File: src/rtl/clk_div_prog.sv
// Programmable clock divider producing a square or pulse output.
// New divisors and modes take effect only at period boundaries.
module clk_div_prog #(
    parameter int WIDTH       = 28,
    parameter int DEFAULT_DIV = 200_000_000
) (
    input  logic             clk,
    input  logic             reset,
    input  logic             en,
    input  logic             div_load,
    input  logic [WIDTH-1:0] div_in,
    input  logic             mode,
    output logic             slow_clk,
    output logic             tick,
    output logic             busy
);

    localparam logic [WIDTH-1:0] DEF_DIV = WIDTH'(DEFAULT_DIV);
    localparam logic [WIDTH-1:0] MIN_DIV = WIDTH'(2);
    localparam logic [WIDTH-1:0] ONE     = WIDTH'(1);

    logic [WIDTH-1:0] active_div;
    logic             active_mode;
    logic [WIDTH-1:0] pend_div;
    logic             pend_mode;
    logic             pend_valid;
    logic [WIDTH-1:0] cnt;

    logic [WIDTH-1:0] load_div;
    logic [WIDTH-1:0] nxt_cnt;
    logic [WIDTH-1:0] nxt_div;
    logic             nxt_mode;
    logic             wrap;
    logic [WIDTH:0]   half;

    always_comb begin
        load_div = (div_in < MIN_DIV) ? MIN_DIV : div_in;
        // >= keeps the counter bounded even if it were ever out of range
        wrap     = en && (cnt >= active_div - ONE);
        nxt_cnt  = cnt;
        nxt_div  = active_div;
        nxt_mode = active_mode;
        if (en) begin
            nxt_cnt = wrap ? '0 : cnt + ONE;
        end
        if (wrap) begin
            if (div_load) begin
                nxt_div  = load_div;
                nxt_mode = mode;
            end else if (pend_valid) begin
                nxt_div  = pend_div;
                nxt_mode = pend_mode;
            end
        end
        half = ({1'b0, nxt_div} + {{WIDTH{1'b0}}, 1'b1}) >> 1;
    end

    always_ff @(posedge clk) begin
        if (reset) begin
            active_div  <= DEF_DIV;
            active_mode <= 1'b0;
            pend_div    <= DEF_DIV;
            pend_mode   <= 1'b0;
            pend_valid  <= 1'b0;
            cnt         <= DEF_DIV - ONE;
            slow_clk    <= 1'b0;
            tick        <= 1'b0;
        end else begin
            cnt         <= nxt_cnt;
            active_div  <= nxt_div;
            active_mode <= nxt_mode;
            // a load in the boundary cycle is applied directly, never pended
            if (wrap) begin
                pend_valid <= 1'b0;
            end else if (div_load) begin
                pend_div   <= load_div;
                pend_mode  <= mode;
                pend_valid <= 1'b1;
            end
            if (en) begin
                tick     <= (nxt_cnt == '0);
                slow_clk <= nxt_mode ? (nxt_cnt == '0)
                                     : ({1'b0, nxt_cnt} < half);
            end else begin
                tick <= 1'b0;
            end
        end
    end

    assign busy = pend_valid;

endmodule
File: config.mk
export PLATFORM = sky130hd
export DESIGN_NAME = clk_div_prog
export DESIGN_NICKNAME = d
export VERILOG_FILES = /design/src/rtl/clk_div_prog.sv
export SDC_FILE = /design/constraint.sdc
export NUM_CORES = 1
export LEC_CHECK = 0
export BUFFER_PORTS_ARGS = -buffer_cell sky130_fd_sc_hd__buf_2
export CAP_MARGIN = 5
export CORE_AREA = 2 2 121 123
export CTS_BUF_LIST = sky130_fd_sc_hd__clkbuf_4
export CTS_CLUSTER_DIAMETER = 150
export CTS_CLUSTER_SIZE = 25
export DETAILED_ROUTE_END_ITERATION = 10
export DIE_AREA = 0 0 123 125
export HOLD_SLACK_MARGIN = 0.12
export PLACE_DENSITY_LB_ADDON = 0.25
export SYNTH_ARGS = -nofsm -noshare
export SYNTH_HDL_FRONTEND = slang
export SYNTH_SLANG_ARGS = --single-unit
File: constraint.sdc
create_clock -name clk -period 16.6 [get_ports clk]
set_clock_uncertainty 0.05 [all_clocks]
set_input_delay 2.49 -clock clk [delete_from_list [all_inputs] [get_ports clk]]
set_output_delay 2.49 -clock clk [all_outputs]
set_load 0.1 [all_outputs]
# Word level (Yosys, flattened, before mapping)

Index checks and enable logic that the tools add are counted.
W data, S select, Z words.

Bits in latches: 0
Register bits after elaboration: 89
Memory bits (writable): 0
Logic and storage cells: 31
Bits in read-only memories: 0
Output and inout port bits: 3
Memories kept: 0

Mux-type cells: 10
Add/subtract/negate cells: 3
Equal/unequal tests: 0
Shift-type cells: 0
Multipliers: 0
Reductions and logical operators: 5
Divide/modulo/power cells: 0
Magnitude comparators: 3
Bitwise logic cells: 2

Operators by type and width:

| cell                    | count |
|---|---|
| $mux W28                | 6 |
| $add A28 B1 Y29 const B | 1 |
| $add A28 B1 Y28 const B | 1 |
| $ge A28 B28 Y1          | 1 |
| $logic_not A28 Y1       | 1 |
| $lt A28 B2 Y1 const B   | 1 |
| $lt A28 B28 Y1          | 1 |
| $sub A28 B1 Y28 const B | 1 |
| $mux W1                 | 4 |
| $reduce_or A2 Y1        | 2 |
| $not A1 Y1              | 2 |
| $reduce_and A2 Y1       | 1 |
| $logic_and A1 B1 Y1     | 1 |

# Logic depth before layout (Yosys ltp)

Gate-level depths: netlist (run 1).

Depth in word-level cells: 7
Gate-level depth with buffers: 34

# Least setup slack after synthesis (run 1)

No wires, ideal clock.

Path kind: flip-flop to flip-flop
From: register active_div[4]
To: register slow_clk
Cell stages (with the launch flop): 35
Data arrival time: 6764 ps
Setup slack: 9707 ps
Path buffers: 4
Period minus slack after synthesis: 6893 ps
Required time: 16471 ps
Cell sequence: dfxtp_1 clkbuf_1 nor4_1 nand4_1 nor4_1 nand2_1 nor3_1 xnor2_1 ha_1 nand4_1 nor4_1 nand2_1 a211oi_2 nor2_1 clkbuf_1 clkbuf_1 o22a_1 o21ai_0 ha_1 clkbuf_1 nand3_1 xnor2_1 nor2_1 a21oi_1 ha_1 a21o_1 a21o_1 a21oi_1 o21ai_0 a21o_1 a21o_1 nor4bb_1 and2_1 o211ai_1 o211ai_1

Cells in the longest elaborated chain, start to end: 7
Elaborated cells on any way between the ends: 13

Ends and longest elaborated chain:

| element                | RTL line | source |
|---|---|---|
| start, declared        | 22       | `logic [WIDTH-1:0] active_div;` |
| start signal, assigned | 70       | `active_div <= nxt_div;` |
| $sub A28 B1 Y28        | 39       | `wrap = en && (cnt >= active_div - ONE);` |
| $ge A28 B28 Y1         | 39       |  |
| $logic_and A1 B1 Y1    | 39       |  |
| $mux W28               | 46       | `if (wrap) begin` |
| named net nxt_div[0]   | 31       | `logic [WIDTH-1:0] nxt_div;` |
| $add A28 B1 Y29        | 55       | `half = ({1'b0, nxt_div} + {{WIDTH{1'b0}}, 1'b1}) >> 1;` |
| $lt A28 B28 Y1         | 83       | `: ({1'b0, nxt_cnt} < half);` |
| $mux W1                | 82       | `slow_clk <= nxt_mode ? (nxt_cnt == '0)` |
| end signal, assigned   | 82       |  |
| end, declared          | 13       | `output logic slow_clk,` |

The timed path passes the listed nets, and every way through them passes these cells.
A chain may end at the register's enable or synchronous reset.

# Worst setup path after layout (run 1)

Ends and elaborated chain as after synthesis.

==> run metrics, run 1 <==
Initial Util 0.4841; Min Hold Slack approximately 0.43 ns; Startpoint Class flop; worst setup path start active_div[4]$_SDFF_PP0_; drt initial violations roughly 590; Final Non-Filler Cells approximately 1,100; Max-cap violations 0; status finished, final reports clean; die width approximately 120 um; CP Capture Type flop; synth unique cells 60; largest net degree at the start of global routing 90; Least-Margin Pin Slew between 1 and 1.5 ns; postcts setup bufs 0; boundary pin count 36; asr flop ratio synth 0; CTS tree built; setup TNS 0 ns; Die H roughly 130 um; Placer Congestion between 0.9 and 1; RR Startpoint active_div[4]$_SDFF_PP0_; RSZ-0062 raised after global routing false; Placed Cells incl. Taps roughly 1,000; Yosys top cell by area dfxtp_1; fmax roughly 0.12 GHz; CTS buffer count 9; Primary FF master, synth dfxtp_1; core footprint around 14,000 um2; DRT antenna net count 0; CP max FO 49; post-synthesis cell count 877; crit-path max cell delay 0.89 ns; DR DRC count 0; commonest non-fill, non-tap cell in the layout nor2_1; Ys Warns 0; TritonRoute pass-1 iters 6; clk_lat worst skew 0.47 ns; HP Class reg -> reg; Synth Register Bits between 80 and 90; Post-layout nets between 900 and 1,000; Row Count 44; R2R setup slack roughly 8.1 ns; DR WL/cell approximately 17 um; H-Tree Depth 3; WHS Path Cells 1; via count 6,224; Area growth, synth to finish 5.387%; mapped cell area 6875 um2; initial antenna violation count 1; crit path kind reg -> reg; share of layout cells above drive strength 1 0.1034; Layout Utilization 0.5101; vias per cell just under 6; reg2reg end slow_clk$_SDFFE_PP0P_; Clock transition at path regs between 0.15 and 0.2 ns; critical path required time ~17 ns; Final period util 0.5135; number of synthesized flops with an enable pin 0; Slew headroom 0.3096; most area-consuming cells after synthesis dfxtp_1 (26%), ha_1 (11%), nor2_1 (6.2%); Tmin final 8.525 ns; Avg Inst Size Synth 7.840 um2; Reg2Reg Depth 29; Root Driver clkbuf_4; cts hold-fix bufs 0; Setup violations, final 0; first-pass GRT wire length around 30,000 um; GRT Total Usage 0.2420; critical path endpoint slow_clk$_SDFFE_PP0P_; Final Hold Viols 0; IO buf count 35; vias in the first global route slightly below 6,000; post-cts sizing count 0; clock tree sinks 89; top-area cell type share of the netlist area 0.2591; Syn Nets roughly 970; Routed WL 17,950 um; Post-DP HPWL 13,590 um; fillers around 1,400; Congestion Overflow GR 0; cell repeated most along the worst path nor4_1; Die ar. about 15,000 um2; Clock Path Buffers 2; most frequent cells in the layout nor2_1 (113), dfxtp_1 (89), nand2_1 (58), ha_1 (58), a21oi_1 (48); CP arrival between 8 and 9 ns; max-slew violations 0; slowest CP cell nor4_1; sequential fraction of the synthesis area 0.2591
flip-flops by register name, summed over array words and instances, names as in the netlist:
name,count
slow_clk,1
tick,1
busy,1
cnt,28
active_div,28
active_mode,1
pend_div,28
pend_mode,1
per-layer routing:
metal | vias up | track usage | part of all wire
met5 | - | 0 | 0
met4 | 0 | 0.09960 | 0.029
met3 | 30 | 0.02555 | 0.051
met2 | 175 | 0.3555 | 0.43
met1 | 2855 | 0.3585 | 0.49
li1 | 3164 | - | -
worst max-delay path, delay by kind of cell (launching register included):
| kind | cells | cell delay [ns] |
|---|---|---|
| XOR/XNOR | 2 | 0.25 |
| AO/OA/AOI/OAI | 7 | 1.22 |
| AND/OR/NAND/NOR | 16 | 5.01 |
| adder cells (fa/ha/maj) | 3 | 1.14 |
| buffers and inverters | 1 | 0.29 |
| flip-flops | 1 | 0.41 |
cells in the mapped netlist (6+ instances only):
| master | count |
|---|---|
| nor2b_1 | 12 |
| a31oi_1 | 10 |
| buf_1 | 7 |
| clkbuf_1 | 41 |
| nor4_1 | 21 |
| nor3_1 | 27 |
| xnor2_1 | 47 |
| nand3b_1 | 6 |
| a21o_1 | 14 |
| nand4_1 | 20 |
| or4_1 | 6 |
| ha_1 | 58 |
| nand2_1 | 58 |
| nand2b_1 | 19 |
| a211o_1 | 13 |
| o22ai_1 | 10 |
| nand3_1 | 34 |
| mux2i_1 | 31 |
| o21ai_0 | 23 |
| and3_1 | 23 |
| inv_1 | 11 |
| xor2_1 | 36 |
| dfxtp_1 | 89 |
| or2_2 | 27 |
| a221oi_1 | 8 |
| nor2_1 | 114 |
| o211ai_1 | 6 |
| a21oi_1 | 48 |
area by class of cell:
cell class | instances | area [um2] | area share
multi-input cells | 725 | 4860 | 0.6707
flip-flops and latches | 89 | 1782 | 0.2459
well taps | 184 | 230.2 | 0.03177
repair buffers | 40 | 212.7 | 0.02936
clock buffers | 10 | 75.07 | 0.01036
clock inverters | 5 | 42.54 | 0.005871
inverters | 11 | 41.29 | 0.005698
diodes | 1 | 2.502 | 0.0003454
worst min path at each step:
| stage | startpoint | endpoint |
|---|---|---|
| floorplan | pend_div[9]$_SDFFE_PP1P_ | pend_div[9]$_SDFFE_PP1P_ |
| global placement | pend_div[15]$_SDFFE_PP1P_ | pend_div[15]$_SDFFE_PP1P_ |
| detailed placement | pend_div[15]$_SDFFE_PP1P_ | pend_div[15]$_SDFFE_PP1P_ |
| CTS | pend_div[15]$_SDFFE_PP1P_ | pend_div[15]$_SDFFE_PP1P_ |
| global route | pend_div[15]$_SDFFE_PP1P_ | pend_div[15]$_SDFFE_PP1P_ |
| finish | pend_div[14]$_SDFFE_PP1P_ | pend_div[14]$_SDFFE_PP1P_ |
stage by stage:
| stage | instance area [um2] | setup WS, ns |
|---|---|---|
| floorplan | 6875 | 9.707 |
| detailed placement | 7126 | 8.138 |
| global route | 7246 | 7.106 |
| CTS | 7243 | 8.103 |
| global placement | 7126 | 8.274 |
| finish | 7246 | 8.075 |
logic make-up (layout without fill, tap and decap cells):
kind of cell / count (synthesis) / count (layout) / synth area share
buf+inv: 63 / 66 / 0.03512
simple gates: 385 / 385 / 0.2843
xor+xnor: 83 / 83 / 0.1057
fa+ha+maj: 58 / 58 / 0.1056
other cells: 0 / 1 / 0
compound gates: 165 / 165 / 0.1601
mux: 34 / 34 / 0.05005
flops: 89 / 89 / 0.2591
Power of run 1 is not shown: default switching activity piles up to over one toggle a cycle in this logic, so the estimate is an artifact.
==> inputs of run 2 (changes only) <==
==> constraint.sdc (replaced) <==
create_clock -name clk -period 8.85 [get_ports clk]
set_clock_uncertainty 0.05 [all_clocks]
set_input_delay 1.3275 -clock clk [delete_from_list [all_inputs] [get_ports clk]]
set_output_delay 1.3275 -clock clk [all_outputs]
set_load 0.1 [all_outputs]
==> run metrics, run 2 (same netlist as run 1, synthesis figures left out) <==
Die H 125 um (unchanged); biggest regs active_div x28, cnt x28, pend_div x28; clk_lat worst skew 0.48 ns (about the same); Root Driver clkbuf_4; share of layout cells above drive strength 1 0.1054 (+0.002033); Buf/Inv on CP 0 (-1); max-slew violations 0 (unchanged); Setup violations, final 0 (unchanged); RR Startpoint active_div[6]$_SDFF_PP0_; fillers 1,425 (+1.1%); vias per cell 5.864 (+0.34%); Post-DP HPWL 13,530 um (-0.42%); slowest CP cell nor4_1; Clock Path Buffers 2 (unchanged); CTS buffer count 9 (unchanged); HP Class reg -> reg; Clock transition at path regs 0.16 ns (about the same); setup TNS 0 ns (unchanged); Startpoint Class flop; cts hold-fix bufs 0 (unchanged); Congestion Overflow GR 0 (unchanged); critical path's top delay family simple AND/OR/NAND/NOR gates; Least-Margin Pin Slew 0.9336 ns (-0.09257 ns); Row Count 44 (unchanged); initial antenna violation count 1 (unchanged); largest net degree at the start of global routing 90 (unchanged); TritonRoute pass-1 iters 5 (-1); Hold Startpoint pend_div[19]$_SDFFE_PP1P_; Initial Util 0.4841 (unchanged); CP max FO 31 (-37%); Slew headroom 0.3776 (+0.06802); boundary pin count 36 (unchanged); via count 6,257 (+0.53%); post-route cell area 7279 um2 (+0.47%); DRT antenna net count 0 (unchanged); reg2reg end slow_clk$_SDFFE_PP0P_; post-cts sizing count 0 (unchanged); Post-DP Area 7141 um2 (+0.21%); commonest non-fill, non-tap cell in the layout nor2_1; Final period util 0.9048 (+0.3912); DR DRC count 0 (unchanged); H-Tree Depth 3 (unchanged); Min Hold Slack 0.4323 ns (-0.0008100 ns); core footprint 14,200 um2 (unchanged); Post-layout nets 969 (+0.21%); DR WL/cell 16.83 um (-0.18%); Final Hold Viols 0 (unchanged); clock tree sinks 89 (unchanged); first-pass GRT wire length 29,280 um (-1.3%); Die ar. 15,380 um2 (unchanged); most frequent cells in the layout nor2_1 (113), dfxtp_1 (89), nand2_1 (58), ha_1 (58), a21oi_1 (48); status finished, final reports clean; RSZ-0062 raised after global routing false; Routed WL 17,950 um (about the same); Reg2Reg Depth 28 (-3.4%); postcts setup bufs 0 (unchanged); drt initial violations 524 (-11%); Hold Path Sink pend_div[19]$_SDFFE_PP1P_; Max-cap violations 0 (unchanged); CP arrival 8.31 ns (-0.51 ns); CTS tree built; GRT Total Usage 0.2409 (-0.001132); Placer Congestion 0.9096 (+0.21%); vias in the first global route 5,690 (-2.3%); R2R setup slack 0.84 ns (-7.23 ns); Area growth, synth to finish 5.878%; crit path kind reg -> reg; CP Capture Type flop; fmax 0.1249 GHz (+6.5%); die width 123 um (unchanged); WHS Path Cells 1 (unchanged); critical path required time 9.15 ns (-7.74 ns); crit-path max cell delay 0.55 ns (-0.34 ns); IO buf count 35 (unchanged); Tmin final 8.007 ns (-0.5173 ns)
[run 2: worst max-delay path by stage]
stage,startpoint,to,depth (start not counted)
after floorplan,active_div[4]$_SDFF_PP0_,slow_clk$_SDFFE_PP0P_,34
after CTS,active_div[7]$_SDFF_PP0_,slow_clk$_SDFFE_PP0P_,28
after global routing,active_div[7]$_SDFF_PP0_,slow_clk$_SDFFE_PP0P_,28
after detailed placement,active_div[6]$_SDFF_PP0_,slow_clk$_SDFFE_PP0P_,28
after global placement,active_div[6]$_SDFF_PP0_,slow_clk$_SDFFE_PP0P_,28
final,active_div[6]$_SDFF_PP0_,slow_clk$_SDFFE_PP0P_,28
[run 2: layer usage]
| layer | share of wire | vias to the layer above | track usage |
|---|---|---|---|
| met3 | 0.049 | 26 | 0.02737 |
| li1 | - | 3162 | - |
| met1 | 0.50 | 2892 | 0.3616 |
| met5 | 0 | - | 0 |
| met4 | 0.022 | 0 | 0.08556 |
| met2 | 0.43 | 177 | 0.3536 |
[run 2: layout make-up]
cell class / count / area [um2] / share of cell area
repair buffers: 42 / 227.7 / 0.03128
diodes: 1 / 2.502 / 0.0003438
clock inverters: 6 / 68.82 / 0.009453
well taps: 184 / 230.2 / 0.03163
clock buffers: 9 / 67.56 / 0.009282
flip-flops and latches: 89 / 1782 / 0.2448
inverters: 11 / 41.29 / 0.005672
multi-input cells: 725 / 4860 / 0.6676
[run 2: worst register-to-register path, delay by kind of cell (launching register included)]
family | cells | cell delay (ns)
simple gates | 17 | 4.89
fa+ha+maj | 3 | 1.13
xor+xnor | 2 | 0.26
compound gates | 6 | 1.12
flops | 1 | 0.43
[run 2: metrics by stage]
stage	setup WS, ns	utilization	std cells
2_1_floorplan	1.957	-	877
3_3_place_gp	1.199	0.5027	1051
3_5_place_dp	0.9583	0.5027	1051
4_1_cts	0.9177	0.5123	1066
5_1_grt	0.1921	0.5125	1067
6_report	0.8427	0.5125	1067
Power of run 2 is left out for the same reason.
